<file path="src/rtl/int_ctl_pkg.sv">
// ============================================================================
//  Package     : cpu_pkg
//  Description : Shared 65C02 core definitions used by the interrupt / halt
//                controller: the halt-state encoding and the default
//                core-reset stretch length.
//  Revision    : 1.0  initial release
// ============================================================================
`default_nettype none

package cpu_pkg;

   // Halt state of the core. The encoding is visible on the state output.
   typedef enum logic [1:0] {
      RUN  = 2'd0,
      WAIT = 2'd1,
      STOP = 2'd2
   } halt_state_t;

   // Default number of cycles core_reset is held after reset drops.
   localparam int unsigned c_reset_cycles = 2;

endpackage : cpu_pkg

`default_nettype wire

</file>
<file path="src/rtl/int_ctl_if.sv">
// ============================================================================
//  Interface   : int_ctl_if
//  Description : Pin / sequencer side signals of the interrupt and halt
//                controller.
//                master : pins and sequencer (drives irq_n, nmi_n, sync,
//                         wai, stp; receives irq, nmi, halt, core_reset,
//                         state)
//                slave  : int_ctl
//  Revision    : 1.0  initial release
// ============================================================================
`default_nettype none

interface int_ctl_if;

   logic       irq_n;       // external IRQ pin, active-low level
   logic       nmi_n;       // external NMI pin, active-low falling edge
   logic       sync;        // core opcode-fetch cycle
   logic       wai;         // one-cycle pulse: WAI executed
   logic       stp;         // one-cycle pulse: STP executed
   logic       irq;         // level IRQ request to the sequencer
   logic       nmi;         // pending NMI request to the sequencer
   logic       halt;        // core clock-enable inhibit
   logic       core_reset;  // stretched core reset
   logic [1:0] state;       // halt state RUN/WAIT/STOP

   modport master (
      output irq_n, nmi_n, sync, wai, stp,
      input  irq, nmi, halt, core_reset, state
   );

   modport slave (
      input  irq_n, nmi_n, sync, wai, stp,
      output irq, nmi, halt, core_reset, state
   );

endinterface : int_ctl_if

`default_nettype wire

</file>
<file path="src/rtl/int_ctl_sync2.sv">
// ============================================================================
//  Module      : sync2
//  Description : Two-flop synchronizer for a single asynchronous pin.
//                Both flops reset to RESET_VAL so that the output shows the
//                pin's inactive level while reset is asserted.
//  Ports       : clk  - system clock
//                rst  - synchronous active-high reset
//                i_d  - asynchronous input
//                o_q  - synchronized output (2 cycles of latency)
//  Revision    : 1.0  initial release
// ============================================================================
`default_nettype none

module sync2 #(
   parameter logic RESET_VAL = 1'b1
) (
   input  logic clk,
   input  logic rst,
   input  logic i_d,
   output logic o_q
);

   logic r_meta;
   logic r_q;

   always_ff @(posedge clk) begin
      if (rst) begin
         r_meta <= RESET_VAL;
         r_q    <= RESET_VAL;
      end else begin
         r_meta <= i_d;
         r_q    <= r_meta;
      end
   end

   assign o_q = r_q;

endmodule : sync2

`default_nettype wire

</file>
<file path="src/rtl/int_ctl.sv">
// ============================================================================
//  Module      : int_ctl
//  Description : Interrupt and halt controller for the 65C02 core.
//                Conditions the IRQ/NMI pins into sequencer requests,
//                implements the WAI/STP halt states by freezing the core
//                clock enable, and stretches the core reset.
//  Config      : INT_CTL_SYNC_EN - when defined, irq_n/nmi_n pass through
//                2-flop synchronizers (adds 2 cycles of pin latency).
//                Leave undefined only when the pins are synchronous to clk.
//  Parameters  : RESET_CYCLES - core_reset stretch after reset drops (1..15)
//  Ports       : clk   - system clock, rising edge
//                reset - synchronous active-high reset
//                bus   - int_ctl_if.slave (pins, sync/wai/stp in;
//                        irq, nmi, halt, core_reset, state out)
//  Revision    : 1.0  initial release
// ============================================================================
`default_nettype none

module int_ctl
   import cpu_pkg::*;
#(
   parameter int unsigned RESET_CYCLES = c_reset_cycles
) (
   input  logic        clk,
   input  logic        reset,
   int_ctl_if.slave    bus
);

   logic        w_irq_n_q;
   logic        w_nmi_n_q;
   logic        w_irq_s;
   logic        w_nmi_s;
   logic        w_nmi_edge;

   logic        r_irq;
   logic        r_nmi_prev;
   logic        r_nmi_pend;
   logic        r_halt;
   halt_state_t r_state;
   logic [3:0]  r_cnt;

   // ------------------------------------------------------------------------
   // Pin conditioning
   // ------------------------------------------------------------------------
`ifdef INT_CTL_SYNC_EN
   sync2 #(.RESET_VAL(1'b1)) u_sync_irq (
      .clk (clk),
      .rst (reset),
      .i_d (bus.irq_n),
      .o_q (w_irq_n_q)
   );

   sync2 #(.RESET_VAL(1'b1)) u_sync_nmi (
      .clk (clk),
      .rst (reset),
      .i_d (bus.nmi_n),
      .o_q (w_nmi_n_q)
   );
`else
   assign w_irq_n_q = bus.irq_n;
   assign w_nmi_n_q = bus.nmi_n;
`endif

   assign w_irq_s    = ~w_irq_n_q;
   assign w_nmi_s    = ~w_nmi_n_q;
   assign w_nmi_edge = w_nmi_s & ~r_nmi_prev;

   // ------------------------------------------------------------------------
   // Requests, halt state machine and reset stretch
   // ------------------------------------------------------------------------
   always_ff @(posedge clk) begin
      if (reset) begin
         r_irq      <= 1'b0;
         // Treat NMI as already active so a pin held low through reset
         // does not produce a request.
         r_nmi_prev <= 1'b1;
         r_nmi_pend <= 1'b0;
         r_state    <= RUN;
         r_halt     <= 1'b0;
         r_cnt      <= 4'(RESET_CYCLES);
      end else begin
         r_irq      <= w_irq_s;
         r_nmi_prev <= w_nmi_s;

         // A new edge has priority over the acknowledge so an NMI arriving
         // while the sequencer takes the previous one is not lost.
         if (w_nmi_edge) begin
            r_nmi_pend <= 1'b1;
         end else if (bus.sync && r_nmi_pend) begin
            r_nmi_pend <= 1'b0;
         end

         case (r_state)
            RUN: begin
               if (bus.stp) begin
                  r_state <= STOP;
                  r_halt  <= 1'b1;
               end else if (bus.wai) begin
                  r_state <= WAIT;
                  r_halt  <= 1'b1;
               end
            end
            WAIT: begin
               // Wake ignores the I flag; the sequencer applies the mask.
               if (r_irq || r_nmi_pend) begin
                  r_state <= RUN;
                  r_halt  <= 1'b0;
               end
            end
            STOP: begin
               // Only reset leaves STOP.
            end
            default: begin
               r_state <= RUN;
               r_halt  <= 1'b0;
            end
         endcase

         if (r_cnt != 4'd0) begin
            r_cnt <= r_cnt - 4'd1;
         end
      end
   end

   assign bus.irq        = r_irq;
   assign bus.nmi        = r_nmi_pend;
   assign bus.halt       = r_halt;
   assign bus.state      = r_state;
   assign bus.core_reset = reset | (r_cnt != 4'd0);

endmodule : int_ctl

`default_nettype wire

</file>
<file path="src/flat_wrapper.sv">
// flat-port wrapper written by rule: the top's interface ports become plain ports
module int_ctl_flat import cpu_pkg::*;
#(
   parameter int unsigned RESET_CYCLES = c_reset_cycles
)
  (clk, reset, bus_irq_n, bus_nmi_n, bus_sync, bus_wai, bus_stp, bus_irq, bus_nmi, bus_halt, bus_core_reset, bus_state);
  int_ctl_if bus_i ();
  input  logic clk;
  input  logic reset;
  input wire logic [$bits(bus_i.irq_n)-1:0] bus_irq_n;
  input wire logic [$bits(bus_i.nmi_n)-1:0] bus_nmi_n;
  input wire logic [$bits(bus_i.sync)-1:0] bus_sync;
  input wire logic [$bits(bus_i.wai)-1:0] bus_wai;
  input wire logic [$bits(bus_i.stp)-1:0] bus_stp;
  output wire logic [$bits(bus_i.irq)-1:0] bus_irq;
  output wire logic [$bits(bus_i.nmi)-1:0] bus_nmi;
  output wire logic [$bits(bus_i.halt)-1:0] bus_halt;
  output wire logic [$bits(bus_i.core_reset)-1:0] bus_core_reset;
  output wire logic [$bits(bus_i.state)-1:0] bus_state;
  assign bus_i.irq_n = bus_irq_n;
  assign bus_i.nmi_n = bus_nmi_n;
  assign bus_i.sync = bus_sync;
  assign bus_i.wai = bus_wai;
  assign bus_i.stp = bus_stp;
  assign bus_irq = bus_i.irq;
  assign bus_nmi = bus_i.nmi;
  assign bus_halt = bus_i.halt;
  assign bus_core_reset = bus_i.core_reset;
  assign bus_state = bus_i.state;
  int_ctl #(.RESET_CYCLES(RESET_CYCLES)) u_core (.clk(clk), .reset(reset), .bus(bus_i));
endmodule
</file>
<file path="config.mk">
export PLATFORM = sky130hd
export DESIGN_NAME = int_ctl_flat
export DESIGN_NICKNAME = d
export VERILOG_FILES = /design/src/rtl/int_ctl_pkg.sv /design/src/rtl/int_ctl_if.sv /design/src/rtl/int_ctl_sync2.sv /design/src/rtl/int_ctl.sv /design/src/flat_wrapper.sv
export SDC_FILE = /design/constraint.sdc
export NUM_CORES = 1
export LEC_CHECK = 0
export BUFFER_PORTS_ARGS = -buffer_cell sky130_fd_sc_hd__buf_4
export CAP_MARGIN = 10
export CORE_AREA = 10 10 47 49
export CTS_CLUSTER_SIZE = 20
export DETAILED_ROUTE_END_ITERATION = 8
export DIE_AREA = 0 0 57 59
export GPL_ROUTABILITY_DRIVEN = 0
export GPL_TIMING_DRIVEN = 0
export PLACE_DENSITY = 0.59
export SLEW_MARGIN = 20
export SYNTH_ARGS = -nofsm -noshare
export SYNTH_HDL_FRONTEND = slang
export SYNTH_SLANG_ARGS = --single-unit
export TNS_END_PERCENT = 10
</file>
<file path="constraint.sdc">
create_clock -name clk -period 1.6 [get_ports clk]
set_input_delay 0.24 -clock clk [delete_from_list [all_inputs] [get_ports clk]]
set_output_delay 0.24 -clock clk [all_outputs]
set_load 0.01 [all_outputs]
</file>
# == Yosys cells after proc, flatten, opt, wreduce, memory -nomap -nowiden ==
# Index checks and enable logic that the tools add are counted.
# totals
ff_bits,10
out_inout_bits,6
elab_cells,33
memories,0
rom_bits,0
latchBits,0
input_bits,7
ramBits,0
# classes
order_cmp,0
n_addsub,1
n_reduce_logical,6
eq_ne,4
shifts,0
multipliers,0
div,0
bitwise_logic,6
mux,10
# op_table
operator,count
$mux 2,3
$pmux 2 s3,1
$mux 1,5
$not 1->1,4
$reduce_bool 4->1,1
$sub 4x1->4 const B,1
$ne 3x3->1 const B,1
$pmux 1 s3,1
$reduce_and 3->1,1
$eq 2x1->1 const B,1
$eq 2x2->1 const B,1
$logic_not 2->1,1
$ne 2x1->1 const B,1
$reduce_bool 2->1,1
$and 1x1->1,1
$logic_and 1x1->1,1
$logic_or 1x1->1,1
$or 1x1->1,1

# == Depth between registers and ports, before layout ==
# depth
depth_word,3
depth_mapped,5
ltp_nobuf,5

# == Worst setup path after synthesis ==
# No wires, ideal clock.
# synth_path
path_type,register to output
startpoint,reg u_core.r_cnt[0]
endpoint,out bus_core_reset
t_required_ns,1.360
t_arrival_ns,1.074
stages_incl_launch_ff,5
path_buffers,0
slack_ns,0.286
path_cell_list,dfxtp_1 inv_1 ha_1 nor3b_4 or2b_1
# synth_between
elab_chain_cells,2
# synth_lines
element,line,source
start: declaration,int_ctl.sv:40,logic [3:0] r_cnt;
start signal: assignment,int_ctl.sv:80,r_cnt <= 4'(RESET_CYCLES);
start signal: assignment,int_ctl.sv:120,r_cnt <= r_cnt - 4'd1;
$reduce_bool 4->1,int_ctl.sv:129,assign bus.core_reset = reset | (r_cnt != 4'd0);
$or 1x1->1,int_ctl.sv:129,
end: declaration,flat_wrapper.sv:18,output wire logic [$bits(bus_i.core_reset)-1:0] bus_core_reset;
# No other way between the ends.

# == Final worst setup path ==
# Ends and elaborated chain as after synthesis.

==> impl_metrics.env <==
export IMPL_status="finished, violations left"
export IMPL_failed_checks="negative setup slack"
export IMPL_vias_per_cell=4.506
export IMPL_max_freq_mhz=624.9
export IMPL_setup_viol=1
export IMPL_drtIter0Drc=4
export IMPL_dp_hpwl_um=654.4
export IMPL_dieArea_um2=3363
export IMPL_final_util=0.4554
export IMPL_path_cells="inv_2 -> ha_4 -> nor3b_4 -> or2b_1 -> buf_6"
export IMPL_drive_gt1_frac=0.4203
export IMPL_hold_violations=0
export IMPL_grt_max_degree=11
export IMPL_via_count=383
export IMPL_cts_buffers=3
export IMPL_cts_root_buffer="clkbuf_4"
export IMPL_fin_nets=79
export IMPL_clk_path_buf_depth=2
export IMPL_io_buffers=12
export IMPL_drv_slew=0
export IMPL_required_ps=1360
export IMPL_crit_start="u_core.r_cnt[0]"
export IMPL_first_pass_iters=4
export IMPL_cp_slowest_cell="dfxtp_2"
export IMPL_worstSetupPathType="register to output port"
export IMPL_post_drt_wl_per_cell_um=11.49
export IMPL_rows=14
export IMPL_yosysWarnings=0
export IMPL_grt_pass1_wl_mm=1.393
export IMPL_clock_skew_ps=1.461
export IMPL_path_max_fanout=2
export IMPL_synthTopCellsByArea="dfxtp_1 48%, nor2_1 8.0%, ha_1 6.0%"
export IMPL_die_w_um=57
export IMPL_grt_overflow=0
export IMPL_initial_utilization=0.3000
export IMPL_cp_start_kind="register"
export IMPL_syn_avg_cell_area_um2=9.139
export IMPL_area_delta_synth_final_pct=51.79
export IMPL_cts_hold_buf=0
export IMPL_crit_family="simple AND/OR/NAND/NOR gates"
export IMPL_p_per_area_nw_per_um2=1584
export IMPL_track_usage=0.05469
export IMPL_worst_slew_pin_slew_ps=436.1
export IMPL_antenna_found_initial=0
export IMPL_ys_ff_latch=10
export IMPL_antenna_left=0
export IMPL_max_stage_delay_ps=330
export IMPL_cp_end_kind="output port"
export IMPL_grt_pass1_vias=336
export IMPL_drc_errors=0
export IMPL_n_antenna_cell=0
export IMPL_synth_cell_types=18
export IMPL_p_leak_nw=0.2869
export IMPL_die_y_um=59
export IMPL_layout_common_cells="18 x buf_4, 9 x nor2_1, 8 x dfxtp_1"
export IMPL_netlist_instances=46
export IMPL_tritoncts="done"
export IMPL_clkLatencyLatePin_ps=270
export IMPL_ys_seq_area_frac=0.4762
export IMPL_holdWs_ps=128.3
export IMPL_pin_count=13
export IMPL_cts_sinks=10
export IMPL_fin_crit_ps=1600
export IMPL_r2r_start="u_core.r_cnt[0]"
export IMPL_slew_headroom=0.7093
export IMPL_cts_clk_slew_worst_paths_ps=70
export IMPL_ir_drop_uv=821.9
export IMPL_cts_max_level=1
export IMPL_setup_slack_ps=-0.3605
export IMPL_synth_top_cell_area_share=0.4762
export IMPL_syn_area_um2=420.4
export IMPL_layout_commonest_cell="buf_4"
export IMPL_hp_start="bus_irq_n"
export IMPL_path_buf_inv=2
export IMPL_finalWirelength_um=977
export IMPL_core_um2=1401
export IMPL_finalCritPeriodShare=1.000
export IMPL_worstPathArrival_ps=1360
export IMPL_synth_top_cell_by_area="dfxtp_1"
export IMPL_rsz0062_at_grt="true"
export IMPL_syn_nets=55
export IMPL_drv_cap=0
export IMPL_hold_path_class="input port to register"
## report_power, final
group	switching [mW]	internal (mW)	leakage [nW]
clock network	0.0899	0.138	0.0210
registers	0.0515	0.307	0.0829
logic	0.162	0.261	0.183
## routing by layer
metal / vias to the layer above / part of all wire / wire length, µm / GRT usage
li1: 195 / - / - / -
met1: 172 / 0.42 / 415 / 0.05409
met2: 12 / 0.45 / 440 / 0.07597
met3: 4 / 0.098 / 96 / 0.04292
met4: 0 / 0.026 / 25 / 0.04027
met5: - / 0 / 0 / 0
## Yosys cell counts (all sizes together)
library cell / instances
a21oi: 4
clkbuf: 1
dfxtp: 10
ha: 2
inv: 3
mux2i: 2
nand2: 1
nand2b: 3
nand3b: 1
nor2: 9
nor3: 3
nor3b: 2
o21ai: 1
o31ai: 1
or2: 1
or2b: 1
xnor2: 1
## cell type report
| class | count | area (µm²) |
|---|---|---|
| fillers | 142 | 763.2 |
| multi-input cells | 32 | 217.7 |
| flip-flops and latches | 10 | 202.7 |
| plain buffers | 1 | 3.754 |
| repair buffers | 19 | 146.4 |
| clock buffers | 4 | 36.28 |
| well taps | 16 | 20.02 |
| inverters | 3 | 11.26 |
## state kept, by name, indices dropped and copies added, names as in the netlist
name / count
u_core.bus.irq: 1
u_core.r_cnt: 4
u_core.bus.halt: 1
u_core.bus.state: 2
u_core.r_nmi_prev: 1
u_core.bus.nmi: 1
## worst reg2reg max path, cell delays in order, from the launching register on
cell,delay (ps)
dfxtp_2,340
inv_2,60
ha_4,150
nor3b_4,140
buf_4,140
mux2i_1,100
or2_1,200
## worst paths after layout
path	to	slack [ps]	cells after the start
min reg2reg	u_core.bus.halt	460	2
max reg2reg	u_core.r_cnt[1]	350	6
min	u_core.bus.irq	130	2
max	bus_core_reset	-0.4	5
## through the flow
stage / setup TNS [ps] / std cells / instance area, µm² / setup slack, ps / power [mW]
floorplan: 0 / 46 / 420.4 / 286.3 / 0.5500
global placement: 0 / 74 / 530.5 / 118.2 / 0.6142
detailed placement: 0 / 74 / 530.5 / 101.7 / 0.6212
CTS: 0 / 82 / 611.8 / 6.917 / 0.9449
global route: -56.04 / 85 / 638.1 / -56.04 / 1.085
finish: -0.3605 / 85 / 638.1 / -0.3605 / 1.011
## cells by family (layout without fill, tap and decap cells)
kind of cell	count (synthesis)	in the layout	synth area share
buffers and inverters	4	27	0.03570
adder cells (fa/ha/maj)	2	2	0.05951
AO/OA/AOI/OAI	6	6	0.07738
multiplexers	2	2	0.04762
flip-flops	10	10	0.4762
XOR/XNOR	1	1	0.02084
AND/OR/NAND/NOR	21	21	0.2828
## timing repair
action                                  CTS  global route
endpoints found under the setup margin    1             1
setup buffers                             4             3
pin swaps                                 1             1
gates resized for setup                   6             1
No activity file was read; power rests on OpenSTA's default activity.
